## src/rtl/smpl_pkg.sv

```systemverilog
// Shared definitions for the sample-clock / strobe generator.
// Holds the reset divide ratio, the minimum legal divide ratio, the
// divide-field type, the run/idle state type and the helper that gives the
// length of the smpl_clk high phase.
package smpl_pkg;

    localparam int DIV_W_DEF = 8;
    localparam int DIV_DEF   = 50;  // 50 MHz system clock -> 1 MHz sample clock
    localparam int DIV_MIN   = 2;   // smallest ratio that still gives a real clock

    typedef logic [DIV_W_DEF-1:0] div_t;

    typedef enum logic {
        ST_IDLE = 1'b0,
        ST_RUN  = 1'b1
    } state_e;

    // Number of cycles smpl_clk stays high in one period.
    // Odd ratios give the extra cycle to the high phase (5 -> 3 high, 2 low).
    function automatic int unsigned hi_len(input int unsigned div);
        return div - (div >> 1);
    endfunction

endpackage

```

## src/rtl/smpl_strb_ch.sv

```systemverilog
// One strobe channel of the sample-clock generator.
// Emits a one-clock strobe when the shared phase counter equals this
// channel's active phase, and keeps a sticky flag recording that the
// last applied phase lies outside the active period.
// Ports:
//   clk, reset     system clock, synchronous active-high reset
//   en             generator running; strobes are suppressed when low
//   cnt            current phase counter from the top level
//   phase          active phase of this channel
//   apply          new configuration is being applied this cycle
//   new_phase      phase being applied
//   new_div        divide ratio being applied
//   st             registered strobe
//   cfg_err        sticky: applied phase >= applied divide ratio
module smpl_strb_ch #(
    parameter int DIV_W = 8
) (
    input  logic             clk,
    input  logic             reset,
    input  logic             en,
    input  logic [DIV_W-1:0] cnt,
    input  logic [DIV_W-1:0] phase,
    input  logic             apply,
    input  logic [DIV_W-1:0] new_phase,
    input  logic [DIV_W-1:0] new_div,
    output logic             st,
    output logic             cfg_err
);

    logic st_q, st_d;
    logic cfg_err_q, cfg_err_d;

    always_comb begin
        st_d      = en && (cnt == phase);
        cfg_err_d = cfg_err_q;
        // The flag only changes when a configuration is applied, so it
        // both sets on a bad phase and clears on a good one here.
        if (apply) begin
            cfg_err_d = (new_phase >= new_div);
        end
    end

    always_ff @(posedge clk) begin
        if (reset) begin
            st_q      <= 1'b0;
            cfg_err_q <= 1'b0;
        end else begin
            st_q      <= st_d;
            cfg_err_q <= cfg_err_d;
        end
    end

    assign st      = st_q;
    assign cfg_err = cfg_err_q;

endmodule

```

## src/rtl/smpl_strb_gen.sv

```systemverilog
// Programmable sample-clock and multi-channel strobe generator.
// Divides clk by a run-time ratio into a 50%-duty smpl_clk and N_CH
// independently phased one-clock strobes. New ratio/phases are staged in
// pending registers and applied only at a period boundary (or while idle),
// so the period in progress always completes unchanged.
// Ports:
//   clk, reset   system clock, synchronous active-high reset
//   en           run enable; low holds the generator idle
//   div_ld       one-cycle request to stage div_val / phase_val
//   div_val      new divide ratio (values below 2 are clamped to 2)
//   phase_val    per-channel phases, channel k at [k*DIV_W +: DIV_W]
//   smpl_clk     divided sample clock (registered)
//   st           per-channel one-clock strobes
//   smpl_cnt     completed sample periods, wrapping
//   cfg_err      per-channel sticky "phase out of range" flags
module smpl_strb_gen
    import smpl_pkg::*;
#(
    parameter int DIV_W   = DIV_W_DEF,
    parameter int DIV_DEF = smpl_pkg::DIV_DEF,
    parameter int N_CH    = 2,
    parameter int CNT_W   = 16
) (
    input  logic                  clk,
    input  logic                  reset,
    input  logic                  en,
    input  logic                  div_ld,
    input  logic [DIV_W-1:0]      div_val,
    input  logic [N_CH*DIV_W-1:0] phase_val,
    output logic                  smpl_clk,
    output logic [N_CH-1:0]       st,
    output logic [CNT_W-1:0]      smpl_cnt,
    output logic [N_CH-1:0]       cfg_err
);

    state_e                state_q, state_d;
    logic [DIV_W-1:0]      cnt_q, cnt_d;
    logic [DIV_W-1:0]      div_act_q, div_act_d;
    logic [N_CH*DIV_W-1:0] phase_act_q, phase_act_d;
    logic                  pend_q, pend_d;
    logic [DIV_W-1:0]      pend_div_q, pend_div_d;
    logic [N_CH*DIV_W-1:0] pend_phase_q, pend_phase_d;
    logic                  smpl_clk_q, smpl_clk_d;
    logic [CNT_W-1:0]      smpl_cnt_q, smpl_cnt_d;
    logic                  wrap;
    logic                  apply;

    always_comb begin
        state_d      = state_q;
        cnt_d        = cnt_q;
        div_act_d    = div_act_q;
        phase_act_d  = phase_act_q;
        pend_d       = pend_q;
        pend_div_d   = pend_div_q;
        pend_phase_d = pend_phase_q;
        smpl_cnt_d   = smpl_cnt_q;
        wrap         = 1'b0;
        apply        = 1'b0;

        case (state_q)
            ST_IDLE: if (en)  state_d = ST_RUN;
            ST_RUN:  if (!en) state_d = ST_IDLE;
            default: state_d = ST_IDLE;
        endcase

        wrap  = en && (cnt_q == div_act_q - DIV_W'(1));
        // While idle there is no period to protect, so staged values go live at once.
        apply = pend_q && (wrap || !en);

        if (!en || wrap) begin
            cnt_d = '0;
        end else begin
            cnt_d = cnt_q + DIV_W'(1);
        end

        smpl_clk_d = en && (32'(cnt_q) < hi_len(32'(div_act_q)));

        if (wrap) begin
            smpl_cnt_d = smpl_cnt_q + CNT_W'(1);
        end

        if (apply) begin
            div_act_d   = pend_div_q;
            phase_act_d = pend_phase_q;
            pend_d      = 1'b0;
        end

        // A load in the same cycle as an apply is kept for the next boundary.
        if (div_ld) begin
            pend_d       = 1'b1;
            pend_div_d   = (div_val < DIV_W'(DIV_MIN)) ? DIV_W'(DIV_MIN) : div_val;
            pend_phase_d = phase_val;
        end
    end

    always_ff @(posedge clk) begin
        if (reset) begin
            state_q      <= ST_IDLE;
            cnt_q        <= '0;
            div_act_q    <= DIV_W'(DIV_DEF);
            for (int k = 0; k < N_CH; k++) begin
                phase_act_q[k*DIV_W +: DIV_W] <= DIV_W'(k);
            end
            pend_q       <= 1'b0;
            pend_div_q   <= '0;
            pend_phase_q <= '0;
            smpl_clk_q   <= 1'b0;
            smpl_cnt_q   <= '0;
        end else begin
            state_q      <= state_d;
            cnt_q        <= cnt_d;
            div_act_q    <= div_act_d;
            phase_act_q  <= phase_act_d;
            pend_q       <= pend_d;
            pend_div_q   <= pend_div_d;
            pend_phase_q <= pend_phase_d;
            smpl_clk_q   <= smpl_clk_d;
            smpl_cnt_q   <= smpl_cnt_d;
        end
    end

    generate
        for (genvar gi = 0; gi < N_CH; gi++) begin : g_ch
            smpl_strb_ch #(
                .DIV_W (DIV_W)
            ) u_ch (
                .clk       (clk),
                .reset     (reset),
                .en        (en),
                .cnt       (cnt_q),
                .phase     (phase_act_q[gi*DIV_W +: DIV_W]),
                .apply     (apply),
                .new_phase (pend_phase_q[gi*DIV_W +: DIV_W]),
                .new_div   (pend_div_q),
                .st        (st[gi]),
                .cfg_err   (cfg_err[gi])
            );
        end
    endgenerate

    assign smpl_clk = smpl_clk_q;
    assign smpl_cnt = smpl_cnt_q;

endmodule

```

## config.mk

```make
export PLATFORM = sky130hd
export DESIGN_NAME = smpl_strb_gen
export DESIGN_NICKNAME = d
export VERILOG_FILES = /design/src/rtl/smpl_pkg.sv /design/src/rtl/smpl_strb_ch.sv /design/src/rtl/smpl_strb_gen.sv
export SDC_FILE = /design/constraint.sdc
export NUM_CORES = 1
export LEC_CHECK = 0
export CELL_PAD_IN_SITES_DETAIL_PLACEMENT = 0
export CELL_PAD_IN_SITES_GLOBAL_PLACEMENT = 1
export CORE_MARGIN = 3
export CORE_UTILIZATION = 43
export CTS_CLUSTER_DIAMETER = 30
export DETAILED_ROUTE_END_ITERATION = 16
export PLACE_DENSITY_LB_ADDON = 0.08
export REMOVE_ABC_BUFFERS = 1
export SLEW_MARGIN = 20
export SYNTH_ARGS = -nofsm -noshare
export SYNTH_HDL_FRONTEND = slang
export SYNTH_SLANG_ARGS = --single-unit
```

## constraint.sdc

```tcl
create_clock -name clk -period 3 [get_ports clk]
set_input_delay 0.75 -clock clk [delete_from_list [all_inputs] [get_ports clk]]
set_output_delay 0.75 -clock clk [all_outputs]
set_load 0.005 [all_outputs]
```

==> summary.txt <==
Run status
  • Run status: finished clean

Yosys
  • Synth cell types: 52
  • Syn Inst Count: 466
  • Synth Flop Type: dfxtp_1
  • Share of the synthesized area in the top cell type: 36.2%
  • Number of flops mapped to enable cells by yosys: 0
  • #FFs+latches synth: 78
  • Yosys warnings: 0
  • Area contributors post-synth: dfxtp_1 36%, ha_1 12%, mux2i_1 9.7%
  • Synth Area per Inst: 9.26 um2
  • Register area share after synthesis: 36.2%
  • Cell accounting for the most synthesized area: dfxtp_1
  • Mapped Area: 4320 um2
  • Asr flop ratio synth: 0%

Layout
  • Most frequent cells in the layout: 76 x dfxtp_1, 64 x nor2_1, 47 x clkdlybuf4s50_1, 42 x mux2i_1, 42 x ha_1
  • Ant diodes: 0
  • Nets: 583
  • Layout cells sized above 1: 8.70%
  • Final core utilization: 54.4%
  • Commonest non-fill, non-tap cell in the layout: dfxtp_1
  • Area delta synth->final: 19.8%
  • Finished Layout Cells: 646

STA
  • Least-Margin Pin Slew: 0.901 ns
  • Hold slack: 0.498 ns
  • Slew margin rel.: 39.6%
  • Final Cycle Share: 94.9%
  • Fmax: 351 MHz
  • Setup violations, final: 0
  • Clk_skew: 0.00927 ns
  • Final Hold Fails: 0
  • Slew Limit Fails: 0
  • Post-route setup slack: 0.154 ns
  • Fin crit period: 2.85 ns

Routing
  • Avg WL per Cell: 15.7 um
  • Initial DRC count: 106
  • DRT antenna net count: 0
  • DRC viols: 0
  • Routed vias/inst: 5.15
  • Via count: 3329
  • Total Wirelength: 10200 um
  • Drt pass-1 iters: 4

Placed design
  • Post-detail-place hpwl: 7490 um
  • Post-place setup slack: 0.0467 ns
  • Dpl cells: 629
  • Final GP Congestion: 0.819
  • Port buffer count: 48

Floorplan
  • # IOs: 49
  • Core Area: 9500 um2
  • Starting density of the core: 45.4%
  • Die area: 11300 um2
  • Core Rows: 35
  • Die Span Y: 106 um
  • Chip width: 106 um

Global route
  • Initial antenna violation count: 0
  • Grt total ovfl: 0
  • Vias in the first global route: 3273
  • Gr usage total: 18.6%
  • Pin count of the biggest net entering global routing: 45
  • Global-route wire length before repair: 16600 um

Clock network
  • Clock Latency Late Sink: 0.34 ns
  • Worst-path clk slew: 0.09 ns
  • CTS Root Cell: clkbuf_8
  • CTS buffer count: 9
  • CTS tree: yes
  • Clk sinks: 78
  • H-tree depth: 3
  • Clock Tree Buf Depth: 2

Power
  • Worst vdd ir: 0.333 mV
  • Net Sw Frac: 26.4%
  • Clock Power Share: 36.0%
  • Int Power: 0.00164 W
  • Net Switching: 0.000591 W
  • Overall Power: 0.00224 W
  • Combinational share of power: 14.6%
  • Sequential power share: 49.5%
  • Pleak: 2.09 nW
  • Pwr per Cell Area: 432 nW/um2

Setup path
  • Worst path max stage delay: 0.38 ns
  • CP cell instances: inv_1, ha_1, inv_1, fa_2, nor2b_1, o21a_1, o21bai_1, a21oi_1, nor2_1, xnor2_1, ha_1, a2111oi_4, a32o_2
  • WP data required: 3.29 ns
  • Critical path capture point type: flop
  • Worst Setup Start Kind: flop
  • Worst EP arrival: 3.14 ns
  • CP Max Fanout: 6
  • Crit-path slowest cell: dfxtp_4
  • Crit path kind: reg -> reg

Flow run
  • Maxcap violations: 0

Worst hold path
  • Worst min-delay path class: reg -> reg
==> cells by family (layout without fill, tap and decap cells) <==
logic type | count (synthesis) | count (layout) | synth area share, %
xor+xnor | 40 | 40 | 8.44
mux | 43 | 43 | 10.0
compound gates | 70 | 71 | 11.4
buf+inv | 56 | 106 | 5.91
fa+ha+maj | 43 | 43 | 12.6
simple gates | 136 | 136 | 15.5
flops | 78 | 78 | 36.2
==> path summary, 6_finish.rpt <==
path | startpoint | end | slack, ns | depth (start not counted)
worst max-delay path | div_act_q[0] | smpl_clk | 0.15 | 13
worst min-delay path | smpl_cnt[13] | smpl_cnt[13] | 0.50 | 2
worst max register to register | div_act_q[0] | smpl_clk | 0.15 | 13
worst min register to register | smpl_cnt[13] | smpl_cnt[13] | 0.50 | 2
==> routing by layer <==
layer	vias to the layer above	global-route usage (%)	wire length, um
li1	1718	-	-
met1	1551	26.2	5080
met2	45	28.7	4570
met3	15	3.89	322
met4	0	5.27	182
met5	-	0	0
==> power by group through the flow <==
stage | clock (W) | sequential, W | combinational (W)
6_report | 0.000804 | 0.00111 | 0.000325
4_1_cts | 0.000831 | 0.00111 | 0.000322
2_1_floorplan | 0 | 0.00112 | 0.000197
3_5_place_dp | 0 | 0.00113 | 0.000319
5_1_grt | 0.000868 | 0.00111 | 0.000365
3_3_place_gp | 0 | 0.00113 | 0.000313
==> through the flow <==
step	cell area, um2	TNS, ns
2_1_floorplan	4170	-13.62
3_3_place_gp	4930	-0.0150
3_5_place_dp	4930	0
4_1_cts	5130	0
5_1_grt	5170	-0.0231
6_report	5170	0
==> worst max-delay path, delay by kind of cell, from the launching register on <==
family / cells / cell delay, ns
AND/OR/NAND/NOR: 2 / 0.29
flip-flops: 1 / 0.38
adder cells (fa/ha/maj): 3 / 0.86
XOR/XNOR: 1 / 0.08
buffers and inverters: 2 / 0.14
AO/OA/AOI/OAI: 5 / 1.04
==> layout make-up <==
| cell class | count | area [um2] |
|---|---|---|
| multi-input cells | 333 | 2560 |
| inverters | 28 | 105 |
| repair buffers | 62 | 581 |
| clock inverters | 5 | 58.8 |
| well taps | 129 | 161 |
| fillers | 889 | 4330 |
| clock buffers | 11 | 141 |
| flip-flops and latches | 78 | 1570 |
==> cell usage after synthesis (3+ instances only) <==
library cell and count:
nand2_1 13, o211ai_1 4, or4_1 10, nor2b_1 5
nor4_1 4, o21bai_1 4, xor2_1 11, and3_1 7
a21oi_1 18, or3_1 4, o21ai_0 5, ha_1 42
nor2_1 64, nand4_1 7, clkbuf_1 13, o41ai_1 3
nand2b_1 3, a211oi_1 4, mux2i_1 42, buf_2 6
nand3_1 10, inv_1 28, a21o_1 6, xnor2_1 28
buf_4 6, dfxtp_1 78, o31ai_1 9
==> sequential cells by signal, indices dropped and copies added, names as in the netlist, 2 cells and up <==
name,flops
cnt_q,8
div_act_q,8
g_ch.u_ch.cfg_err,2
g_ch.u_ch.st,2
pend_div_q,8
pend_phase_q,16
phase_act_q,16
smpl_cnt,16
==> what timing repair did <==
action / in CTS / in global routing
endpoints found under the setup margin: 1 / 24
pin swaps: 0 / 5
hold buffers: 0 / 0
gates resized for setup: 1 / 8
gates cloned: 0 / 1
setup buffers: 0 / 0
No activity file was read; power rests on OpenSTA's default activity.
